--- src/rtl/motor_pwm_generator_if.sv ---
// Bus between the current controller and the PWM stage: duty command in, gate pair and
// period information out. Clock and reset stay outside as plain ports.
interface motor_pwm_generator_if;
    logic        Enable;
    logic [11:0] DutyCycle;
    logic        HighSide;
    logic        LowSide;
    logic        PeriodStart;
    logic [11:0] DutyLatched;

    // Controller side: issues the command, observes the gate pair.
    modport master (
        output Enable,
        output DutyCycle,
        input  HighSide,
        input  LowSide,
        input  PeriodStart,
        input  DutyLatched
    );

    // PWM stage side.
    modport slave (
        input  Enable,
        input  DutyCycle,
        output HighSide,
        output LowSide,
        output PeriodStart,
        output DutyLatched
    );
endinterface

--- src/rtl/motor_pwm_generator.sv ---
// Complementary half-bridge PWM with dead-time insertion. The duty command is
// double-buffered and only takes effect at period boundaries. Gate outputs come from
// flops decoded off the registered FSM state, so no input reaches a gate pin
// combinationally.
module motor_pwm_generator #(
    parameter int unsigned CounterMax = 4095,
    parameter int unsigned DeadTime   = 8
) (
    input  logic                  PwmClock,
    input  logic                  ResetN,
    motor_pwm_generator_if.slave  pwmBus
);

    localparam logic [11:0] CountLast = 12'(CounterMax - 1);
    localparam logic [7:0]  DeadLoad  = 8'(DeadTime - 1);

    typedef enum logic [2:0] {
        StIdle,
        StHigh,
        StLow,
        StDeadHl,
        StDeadLh
    } gateStateT;

    logic [11:0] counterQ;
    logic [11:0] counterD;
    logic [11:0] dutyLatchedQ;
    logic        runQ;
    logic        periodStartQ;
    logic        periodWrap;
    logic        rawCompare;

    gateStateT   stateQ;
    logic [7:0]  deadCountQ;
    logic        highSideQ;
    logic        lowSideQ;

    // runQ is low on the first enabled edge, which holds the counter at 0 for one more
    // edge so the first enabled cycle shows counter 0 together with PeriodStart.
    assign periodWrap = pwmBus.Enable && runQ && (counterQ == CountLast);

    // Next period count: held at 0 while stopped or entering run, else wrapping increment.
    always_comb begin
        counterD = '0;
        if (pwmBus.Enable && runQ && !periodWrap) begin
            counterD = counterQ + 12'd1;
        end
    end

    // Duty at or above CounterMax never drops out of the compare, giving a 100% clamp.
    assign rawCompare = (counterQ < dutyLatchedQ);

    // Period counter, duty double-buffer and period strobe.
    always_ff @(posedge PwmClock) begin
        if (!ResetN) begin
            counterQ     <= '0;
            dutyLatchedQ <= '0;
            runQ         <= 1'b0;
            periodStartQ <= 1'b0;
        end else begin
            counterQ     <= counterD;
            runQ         <= pwmBus.Enable;
            periodStartQ <= pwmBus.Enable && (counterD == 12'd0);
            if (!pwmBus.Enable || periodWrap) begin
                dutyLatchedQ <= pwmBus.DutyCycle;
            end
        end
    end

    // Gate FSM with dead-time counter; gate flops decode the current state, forced off
    // immediately when Enable drops so turn-off does not wait for the state update.
    always_ff @(posedge PwmClock) begin
        if (!ResetN) begin
            stateQ     <= StIdle;
            deadCountQ <= '0;
            highSideQ  <= 1'b0;
            lowSideQ   <= 1'b0;
        end else begin
            highSideQ <= pwmBus.Enable && (stateQ == StHigh);
            lowSideQ  <= pwmBus.Enable && (stateQ == StLow);
            if (!pwmBus.Enable) begin
                stateQ <= StIdle;
            end else begin
                case (stateQ)
                    StIdle: begin
                        // Both gates already off, so no dead time on entry.
                        if (runQ) begin
                            stateQ <= rawCompare ? StHigh : StLow;
                        end
                    end
                    StHigh: begin
                        if (!rawCompare) begin
                            stateQ     <= StDeadHl;
                            deadCountQ <= DeadLoad;
                        end
                    end
                    StLow: begin
                        if (rawCompare) begin
                            stateQ     <= StDeadLh;
                            deadCountQ <= DeadLoad;
                        end
                    end
                    StDeadHl, StDeadLh: begin
                        // Re-evaluate raw at expiry: a reverted compare returns to the
                        // original side, swallowing sub-dead-time pulses.
                        if (deadCountQ == 8'd0) begin
                            stateQ <= rawCompare ? StHigh : StLow;
                        end else begin
                            deadCountQ <= deadCountQ - 8'd1;
                        end
                    end
                    default: stateQ <= StIdle;
                endcase
            end
        end
    end

    assign pwmBus.HighSide    = highSideQ;
    assign pwmBus.LowSide     = lowSideQ;
    assign pwmBus.PeriodStart = periodStartQ;
    assign pwmBus.DutyLatched = dutyLatchedQ;

endmodule

--- src/flat_wrapper.sv ---
// flat-port wrapper written by rule: the top's interface ports become plain ports
module motor_pwm_generator_flat 
#(
    parameter int unsigned CounterMax = 4095,
    parameter int unsigned DeadTime   = 8
)
  (PwmClock, ResetN, pwmBus_Enable, pwmBus_DutyCycle, pwmBus_HighSide, pwmBus_LowSide, pwmBus_PeriodStart, pwmBus_DutyLatched);
  motor_pwm_generator_if pwmBus_i ();
  input  logic PwmClock;
  input  logic ResetN;
  input wire logic [$bits(pwmBus_i.Enable)-1:0] pwmBus_Enable;
  input wire logic [$bits(pwmBus_i.DutyCycle)-1:0] pwmBus_DutyCycle;
  output wire logic [$bits(pwmBus_i.HighSide)-1:0] pwmBus_HighSide;
  output wire logic [$bits(pwmBus_i.LowSide)-1:0] pwmBus_LowSide;
  output wire logic [$bits(pwmBus_i.PeriodStart)-1:0] pwmBus_PeriodStart;
  output wire logic [$bits(pwmBus_i.DutyLatched)-1:0] pwmBus_DutyLatched;
  assign pwmBus_i.Enable = pwmBus_Enable;
  assign pwmBus_i.DutyCycle = pwmBus_DutyCycle;
  assign pwmBus_HighSide = pwmBus_i.HighSide;
  assign pwmBus_LowSide = pwmBus_i.LowSide;
  assign pwmBus_PeriodStart = pwmBus_i.PeriodStart;
  assign pwmBus_DutyLatched = pwmBus_i.DutyLatched;
  motor_pwm_generator #(.CounterMax(CounterMax), .DeadTime(DeadTime)) u_core (.PwmClock(PwmClock), .ResetN(ResetN), .pwmBus(pwmBus_i));
endmodule
--- config.mk ---
export PLATFORM = sky130hd
export DESIGN_NAME = motor_pwm_generator_flat
export DESIGN_NICKNAME = d
export VERILOG_FILES = /design/src/rtl/motor_pwm_generator_if.sv /design/src/rtl/motor_pwm_generator.sv /design/src/flat_wrapper.sv
export SDC_FILE = /design/constraint.sdc
export NUM_CORES = 1
export LEC_CHECK = 0
export ABC_CLOCK_PERIOD_IN_PS = 2200
export CAP_MARGIN = 20
export CORE_MARGIN = 2
export CORE_UTILIZATION = 55
export DETAILED_ROUTE_END_ITERATION = 10
export PLACE_DENSITY = 0.85
export SLEW_MARGIN = 15
export SYNTH_ARGS = -nofsm -noshare
export SYNTH_HDL_FRONTEND = slang
export SYNTH_SLANG_ARGS = --single-unit
--- constraint.sdc ---
create_clock -name PwmClock -period 2.2 [get_ports PwmClock]
set_clock_uncertainty 0.05 [all_clocks]
set_input_delay 0.44 -clock PwmClock [delete_from_list [all_inputs] [get_ports PwmClock]]
set_output_delay 0.44 -clock PwmClock [all_outputs]
set_load 0.05 [all_outputs]
# Word level (Yosys, flattened, before mapping)

Cells that the tools add are included.

Reductions and logical operators: 17
Equality and inequality tests: 10
Muxes and demuxes: 11
Divide/modulo/power cells: 0
$add $sub $neg: 2
Shifts and indexed selects: 0
Magnitude comparators: 1
Bitwise logic cells: 0
$mul: 0

Operators with widths:

| kind                    | number |
|---|---|
| $mux W8                 | 3 |
| $pmux W8 S3             | 1 |
| $add A12 B1 Y12 const B | 1 |
| $eq A12 B12 Y1 const B  | 1 |
| $logic_not A12 Y1       | 1 |
| $lt A12 B12 Y1          | 1 |
| $mux W12                | 1 |
| $mux W3                 | 4 |
| $pmux W3 S4             | 1 |
| $logic_not A8 Y1        | 1 |
| $sub A8 B1 Y8 const B   | 1 |
| $eq A3 B2 Y1 const B    | 2 |
| $logic_and A1 B1 Y1     | 6 |
| $ne A2 B1 Y1 const B    | 3 |
| $reduce_and A5 Y1       | 1 |
| $ne A2 B2 Y1 const B    | 2 |
| $reduce_and A4 Y1       | 1 |
| $eq A3 B1 Y1 const B    | 1 |
| $eq A3 B3 Y1 const B    | 1 |
| $logic_not A3 Y1        | 1 |
| $reduce_bool A3 Y1      | 1 |
| $logic_not A1 Y1        | 2 |
| $mux W2                 | 1 |
| $reduce_and A2 Y1       | 1 |
| other kinds (2)         | 2 |

ROM bits: 0
Output and inout bits: 15
Flip-flop bits (word level): 39
Memories: 0
Bits in writable memories: 0
Latch bits: 0
Word-level logic and storage cells: 49

# Logic depth before layout (Yosys ltp)

Gate-level depths: netlist of run 1.

Depth in word-level cells: 7
Gate-level depth with buffers: 8
Mapped depth without buffers: 8

# Worst setup path before layout of run 1

Ideal clock, no wire load.

Kind: register to register
Start: reg u_core.dutyLatchedQ[11], in the netlist u_core.pwmBus.DutyLatched[11]
End: reg u_core.deadCountQ[2]
Arrival time: 2.125 ns
Setup time: 0.119 ns
Cell stages (with the launch flop): 8
Buffers on the path: 0
Path slack: -0.094 ns
Clock period less this slack: 2.294 ns
Required time: 2.031 ns
Cell sequence: dfxtp_1 inv_1 ha_1 and4_1 nand2_1 o311ai_1 a211oi_1 o221a_1

Cells in the longest elaborated chain, start to end: 3

Ends and longest elaborated chain:

| what                                                          | line                       | text |
|---|---|---|
| start, declared                                               | motor_pwm_generator.sv:27  | `logic [11:0] dutyLatchedQ;` |
| start signal, assigned                                        | motor_pwm_generator.sv:65  | `dutyLatchedQ <= pwmBus.DutyCycle;` |
| $lt A12 B12 Y1 *                                              | motor_pwm_generator.sv:51  | `assign rawCompare = (counterQ < dutyLatchedQ);` |
| $ne A2 B2 Y1 (no line) / $ne A2 B1 Y1 (equally long branches) | --                         |  |
| $reduce_and A5 Y1 (no line) *                                 | --                         |  |
| end signal, assigned                                          | motor_pwm_generator.sv:94  | `deadCountQ <= DeadLoad;` |
| end signal, assigned                                          | motor_pwm_generator.sv:100 | `deadCountQ <= DeadLoad;` |
| end signal, assigned                                          | motor_pwm_generator.sv:109 | `deadCountQ <= deadCountQ - 8'd1;` |
| end, declared                                                 | motor_pwm_generator.sv:34  | `logic [7:0] deadCountQ;` |

Mark *: on every way between the ends. The rest lies on a longest branch, timed or not.
A chain may end at the register's enable or synchronous reset.

# Worst setup path in the final report of run 1

Start: reg u_core.counterQ[0]
End: reg u_core.periodStartQ, in the netlist u_core.pwmBus.PeriodStart

Cells in the longest elaborated chain, start to end: 7

Ends and longest elaborated chain:

| what                                                    | line                      | text |
|---|---|---|
| start, declared                                         | motor_pwm_generator.sv:25 | `logic [11:0] counterQ;` |
| start signal, assigned                                  | motor_pwm_generator.sv:61 | `counterQ <= counterD;` |
| branches (longest 4 deep; another with $add A12 B1 Y12) | --                        |  |
| $mux W12 *                                              | motor_pwm_generator.sv:45 | `if (pwmBus.Enable && runQ && !periodWrap) begin` |
| $logic_not A12 Y1 *                                     | motor_pwm_generator.sv:63 | `periodStartQ <= pwmBus.Enable && (counterD == 12'd0);` |
| $logic_and A1 B1 Y1 *                                   | motor_pwm_generator.sv:63 |  |
| end signal, assigned                                    | motor_pwm_generator.sv:63 |  |
| end, declared                                           | motor_pwm_generator.sv:29 | `logic periodStartQ;` |

Mark *: on every way between the ends.

==> results.toml, run 1 <==
[finish]
drive_gt1_share_pct = 12.7
nets = 330
post-route-util_pct = 69.8
syn_to_final_growth_pct = 23.8
final_cells = 349
antenna_cells = 0
fin_area_um2 = 2750
final_cell_mix = "dfxtp_1 (31), clkdlybuf4s50_1 (29), nand2_1 (24)"
layout_commonest_cell = "dfxtp_1"
final.fill_count = 321

[cts]
cts_tree = "yes"
post_cts_buffers = 0
cts_sinks = 39
cts_buffers = 5
clk_path_buf_depth = 2
cts_hold_buf = 0
cts-htree-levels = 2
clk_latency_ns = 0.28
cts_root_buf = "clkbuf_8"
clkTransAtPathRegs_ns = 0.07

[power_and_ir_drop]
pwr-share-seq_pct = 52.6
power_leakage_nw = 1.16
p_clk_share_pct = 30.4
p_sw_mw = 0.373
peakVddDrop_mv = 0.424
p_sw_share_pct = 26.3
power.internal_mw = 1.05
p_comb_share_pct = 17.0
power_density_nw_per_um2 = 516

[timing]
finalHoldViolations = 0
finalCritPeriodShare_pct = 93.7
min_period_ns = 2.06
setup_tns_ns = 0
setup_viol = 0
fmax_mhz = 485
maxSlewHeadroom_pct = 65.3
max_slew.worst_pin.slew_ns = 0.519
maxSlewViolCount = 0
layout_setup_ws_ns = 0.139

[drt]
dr.pass1.iters = 4
ant_nets = 0
drtIter0Drc = 98
wl_per_cell_um = 13.8
routed_via_density = 5.67
via_count = 1978
finalWirelength_mm = 4.82
drc_errors = 0

[logic_synthesis]
yosysWarnings = 0
syn_area_um2 = 2220
async_flop_share_pct = 0
synthesis.nets = 288
seq_area_frac_synth_pct = 35.2
synth_top_flop_cell = "dfxtp_1"
syn_inst = 258
yosys_register_bits = 39
yosysUniqueCellTypes = 50
synth_enable_flop_cells = 0
syn_avg_cell_area_um2 = 8.61

[worst_setup_path]
cp-end-kind = "flop"
rr_worst_depth = 5
worstSetupPathType = "reg2reg"
worstPathArrival_ns = 2.20
critical_path_required_ns = 2.34
critPathMaxFanout = 9
worst_setup_path_start_kind = "flop"

[floorplanning]
core-area_um2 = 3940
start_util_pct = 56.3
dieArea_um2 = 4560
num_io_pins = 30
die_w_um = 67.5
die_y_um = 67.5
rows = 23

[placement]
pre_cts_slack_ns = 0.0787
dp_hpwl_mm = 3.62
place_congestion = 0.854
port_buffers = 29
placed_cell_area_um2 = 2670
numPlacedInstances = 343

[hold_path]
hold_depth = 1
hp-class = "reg2reg"

[global_routing]
grt_pass1_wl_mm = 7.98
grt_pass1_vias = 1864
antenna_found_initial = 0
grt_max_degree = 21
track_usage_pct = 23.2
globalRoute.totalOverflow = 0

[flow_run]
drv_cap = 0

[outcome]
status = "finished, final reports clean"
## path summary, 6_finish.rpt
| check | to | slack, ns | start |
|---|---|---|---|
| max | u_core.pwmBus.PeriodStart$_SDFF_PN0_ | 0.14 | u_core.counterQ[0]$_SDFF_PN0_ |
| min | u_core.deadCountQ[7]$_SDFFE_PN0P_ | 0.47 | u_core.deadCountQ[7]$_SDFFE_PN0P_ |
| max reg2reg | u_core.pwmBus.PeriodStart$_SDFF_PN0_ | 0.14 | u_core.counterQ[0]$_SDFF_PN0_ |
| min reg2reg | u_core.deadCountQ[7]$_SDFFE_PN0P_ | 0.47 | u_core.deadCountQ[7]$_SDFFE_PN0P_ |
## through the flow
stage                     total power [mW]  hold WS [ns]
after floorplan                      0.910         0.422
after global placement               0.997         0.442
after detailed placement              1.00         0.461
after CTS                             1.43         0.476
after global routing                  1.48         0.514
final                                 1.42         0.474
## repair_timing
action	in CTS	in global routing
endpoints found under the setup margin	0	5
hold endpoints to repair	0	0
gates resized for setup	0	3
## kinds of logic after synthesis
family                     count (synthesis)  synth area share (%)
AOI/OAI and AO/OA                         49                  15.9
xor gates and xnor gates                  12                  4.73
adders and majority gates                 15                  8.45
buffers and inverters                     26                  5.01
DFF                                       39                  35.2
muxes                                     14                  6.53
and+or+nand+nor                          103                  24.2
## routing by layer
layer	wire length, um	track usage (%)	vias up
met1	2110	26.8	929
met4	63	10.5	0
met3	189	5.50	6
li1	-	-	996
met2	2450	40.3	47
met5	0	0	-
## power by group through the flow
stage                     Combinational [mW]  Sequential, mW  Clock, mW
after detailed placement               0.239           0.762          0
after CTS                              0.241           0.745      0.448
after global placement                 0.236           0.760          0
after global routing                   0.261           0.748      0.472
final                                  0.242           0.746      0.431
after floorplan                        0.104           0.807          0
## sequential cells by signal, summed over array words and instances (netlist names)
signal	cells
u_core.pwmBus.LowSide	1
u_core.stateQ	3
u_core.pwmBus.DutyLatched	12
u_core.deadCountQ	8
u_core.counterQ	12
u_core.runQ	1
u_core.pwmBus.PeriodStart	1
u_core.pwmBus.HighSide	1
## critical path, stage by stage, from the launching register on
cell,delay (ns)
dfxtp_1,0.50
and3_1,0.22
or3b_4,0.41
mux2_4,0.31
a2bb2oi_2,0.13
o41ai_2,0.34
## synth_stat cells, types with 6 or more instances
| cell | n | area (um^2) |
|---|---|---|
| dfxtp_1 | 39 | 781 |
| ha_1 | 15 | 188 |
| xor2_1 | 7 | 61.3 |
| o21ai_0 | 7 | 35.0 |
| nand2_1 | 24 | 90.1 |
| nor3_1 | 13 | 65.1 |
| a21oi_1 | 9 | 45.0 |
| mux2i_1 | 13 | 130 |
| inv_1 | 16 | 60.1 |
| nor2_1 | 21 | 78.8 |
| nor2b_1 | 13 | 81.3 |
| a31oi_1 | 6 | 37.5 |
## cell type report
class	count	area, um^2	share of cell area (%)
well taps	50	62.6	2.27
clock buffers	6	72.6	2.64
repair buffers	45	423	15.4
multi-input cells	193	1340	48.8
inverters	16	60.1	2.18
flip-flops and latches	39	791	28.8
(Power assumes the default switching activity.)
==> run 2: changes to the inputs <==
--- a/config.mk
+++ b/config.mk
@@ -11,7 +11,8 @@
 export CORE_UTILIZATION = 55
 export DETAILED_ROUTE_END_ITERATION = 10
 export PLACE_DENSITY = 0.85
-export SLEW_MARGIN = 15
+export REMOVE_ABC_BUFFERS = 1
+export SLEW_MARGIN = 20
 export SYNTH_ARGS = -nofsm -noshare
 export SYNTH_HDL_FRONTEND = slang
 export SYNTH_SLANG_ARGS = --single-unit
==> results.toml, run 2 (synthesis gave the netlist of run 1 again) <==
[timing]
setup_viol = 0
maxSlewHeadroom_pct = 65.7
min_period_ns = 2.18
fmax_mhz = 458
hold_slack_ns = 0.474
setup_tns_ns = 0
finalCritPeriodShare_pct = 99.2
maxSlewViolCount = 0
layout_setup_ws_ns = 0.0181
max_slew.worst_pin.slew_ns = 0.512
finalHoldViolations = 0

[drt]
wl_per_cell_um = 15.0
finalWirelength_mm = 5.27
drtIter0Drc = 127
routed_via_density = 5.79
via_count = 2031
drc_errors = 0
dr.pass1.iters = 4
ant_nets = 0

[finish]
final_cells = 351
antenna_cells = 0
post-route-util_pct = 71.0
final_cell_mix = "dfxtp_1 (39), clkdlybuf4s50_1 (29), nand2_1 (24)"
fin_area_um2 = 2800
syn_to_final_growth_pct = 26.0
final.fill_count = 303
layout_commonest_cell = "dfxtp_1"
drive_gt1_share_pct = 12.0
nets = 330

[floorplanning]
dieArea_um2 = 4560
die_w_um = 67.5
rows = 23
num_io_pins = 30
core-area_um2 = 3940
start_util_pct = 56.3
die_y_um = 67.5

[placement]
numPlacedInstances = 343
placed_cell_area_um2 = 2660
dp_hpwl_mm = 3.75
place_congestion = 0.872
port_buffers = 29
pre_cts_slack_ns = -0.0284

[global_routing]
globalRoute.totalOverflow = 0
grt_pass1_wl_mm = 8.65
track_usage_pct = 25.0
grt_pass1_vias = 1923
grt_max_degree = 21
antenna_found_initial = 0

[worst_setup_path]
cp_top_family = "simple AND/OR/NAND/NOR gates"
critPathMaxFanout = 5
worst-path-buf-inv = 1
cp-end-kind = "flop"
worst_setup_path_start_kind = "flop"
crit_chain = "inv_1, ha_1, nand2_1, nor3_1, a31oi_2, and3b_2, a211oi_1, o221a_1"
worstPathArrival_ns = 2.37
max_stage_delay_ns = 0.40
critical_path_required_ns = 2.39
rrSetupSlack_ns = 0.02
worstSetupPathType = "reg2reg"
crit_path_top_delay_cell = "nor3_1"

[cts]
cts_sinks = 39
cts_buffers = 5
clkTransAtPathRegs_ns = 0.08
clk_latency_ns = 0.30
cts_root_buf = "clkbuf_8"
cts_hold_buf = 0
cts_tree = "yes"
post_cts_buffers = 0
clk_path_buf_depth = 2
cts-htree-levels = 2

[power_and_ir_drop]
total_power_mw = 1.53
peakVddDrop_mv = 0.299
power_leakage_nw = 1.18
power_density_nw_per_um2 = 548

[hold_path]
hp-class = "reg2reg"

[outcome]
status = "finished, final reports clean"

[flow_run]
drv_cap = 0
==> run 2: final cells by class <==
cell class | count | area (um^2) | share of cell area, %
flip-flops and latches | 39 | 781 | 27.9
repair buffers | 45 | 423 | 15.1
inverters | 16 | 60.1 | 2.15
clock buffers | 8 | 100 | 3.58
well taps | 50 | 62.6 | 2.24
multi-input cells | 193 | 1370 | 49.0
==> run 2: power breakdown <==
part | internal [mW] | switching [mW]
Clock | 0.286 | 0.253
Sequential | 0.725 | 0.0177
Combinational | 0.108 | 0.144
==> run 2: final timing paths <==
path	start	end	depth (start not counted)
hold reg to reg	u_core.deadCountQ[7]$_SDFFE_PN0P_	u_core.deadCountQ[7]$_SDFFE_PN0P_	1
setup reg to reg	u_core.pwmBus.DutyLatched[7]$_SDFFE_PN0P_	u_core.deadCountQ[2]$_SDFFE_PN0P_	8
setup / recovery	u_core.pwmBus.DutyLatched[7]$_SDFFE_PN0P_	u_core.deadCountQ[2]$_SDFFE_PN0P_	8
hold / removal	u_core.deadCountQ[7]$_SDFFE_PN0P_	u_core.deadCountQ[7]$_SDFFE_PN0P_	1
==> run 2: layer usage <==
| layer | GRT usage, % | share of wire, % | vias up |
|---|---|---|---|
| met4 | 7.91 | 1.1 | 0 |
| met2 | 45.8 | 52 | 38 |
| li1 | - | - | 998 |
| met3 | 4.83 | 3.5 | 6 |
| met5 | 0 | 0 | - |
| met1 | 28.9 | 43 | 989 |
==> run 2: what timing repair did <==
| action | 4_1_cts | 5_1_grt |
|---|---|---|
| resized for setup | 1 | 8 |
| endpoints found under the setup margin | 2 | 6 |
| pin swaps | 0 | 3 |
==> run 2: worst reg2reg max path, cell delays in order (launching register included) <==
cell	delay (ns)
dfxtp_1	0.35
inv_1	0.05
ha_1	0.29
nand2_1	0.07
nor3_1	0.40
a31oi_2	0.18
and3b_2	0.29
a211oi_1	0.24
o221a_1	0.20
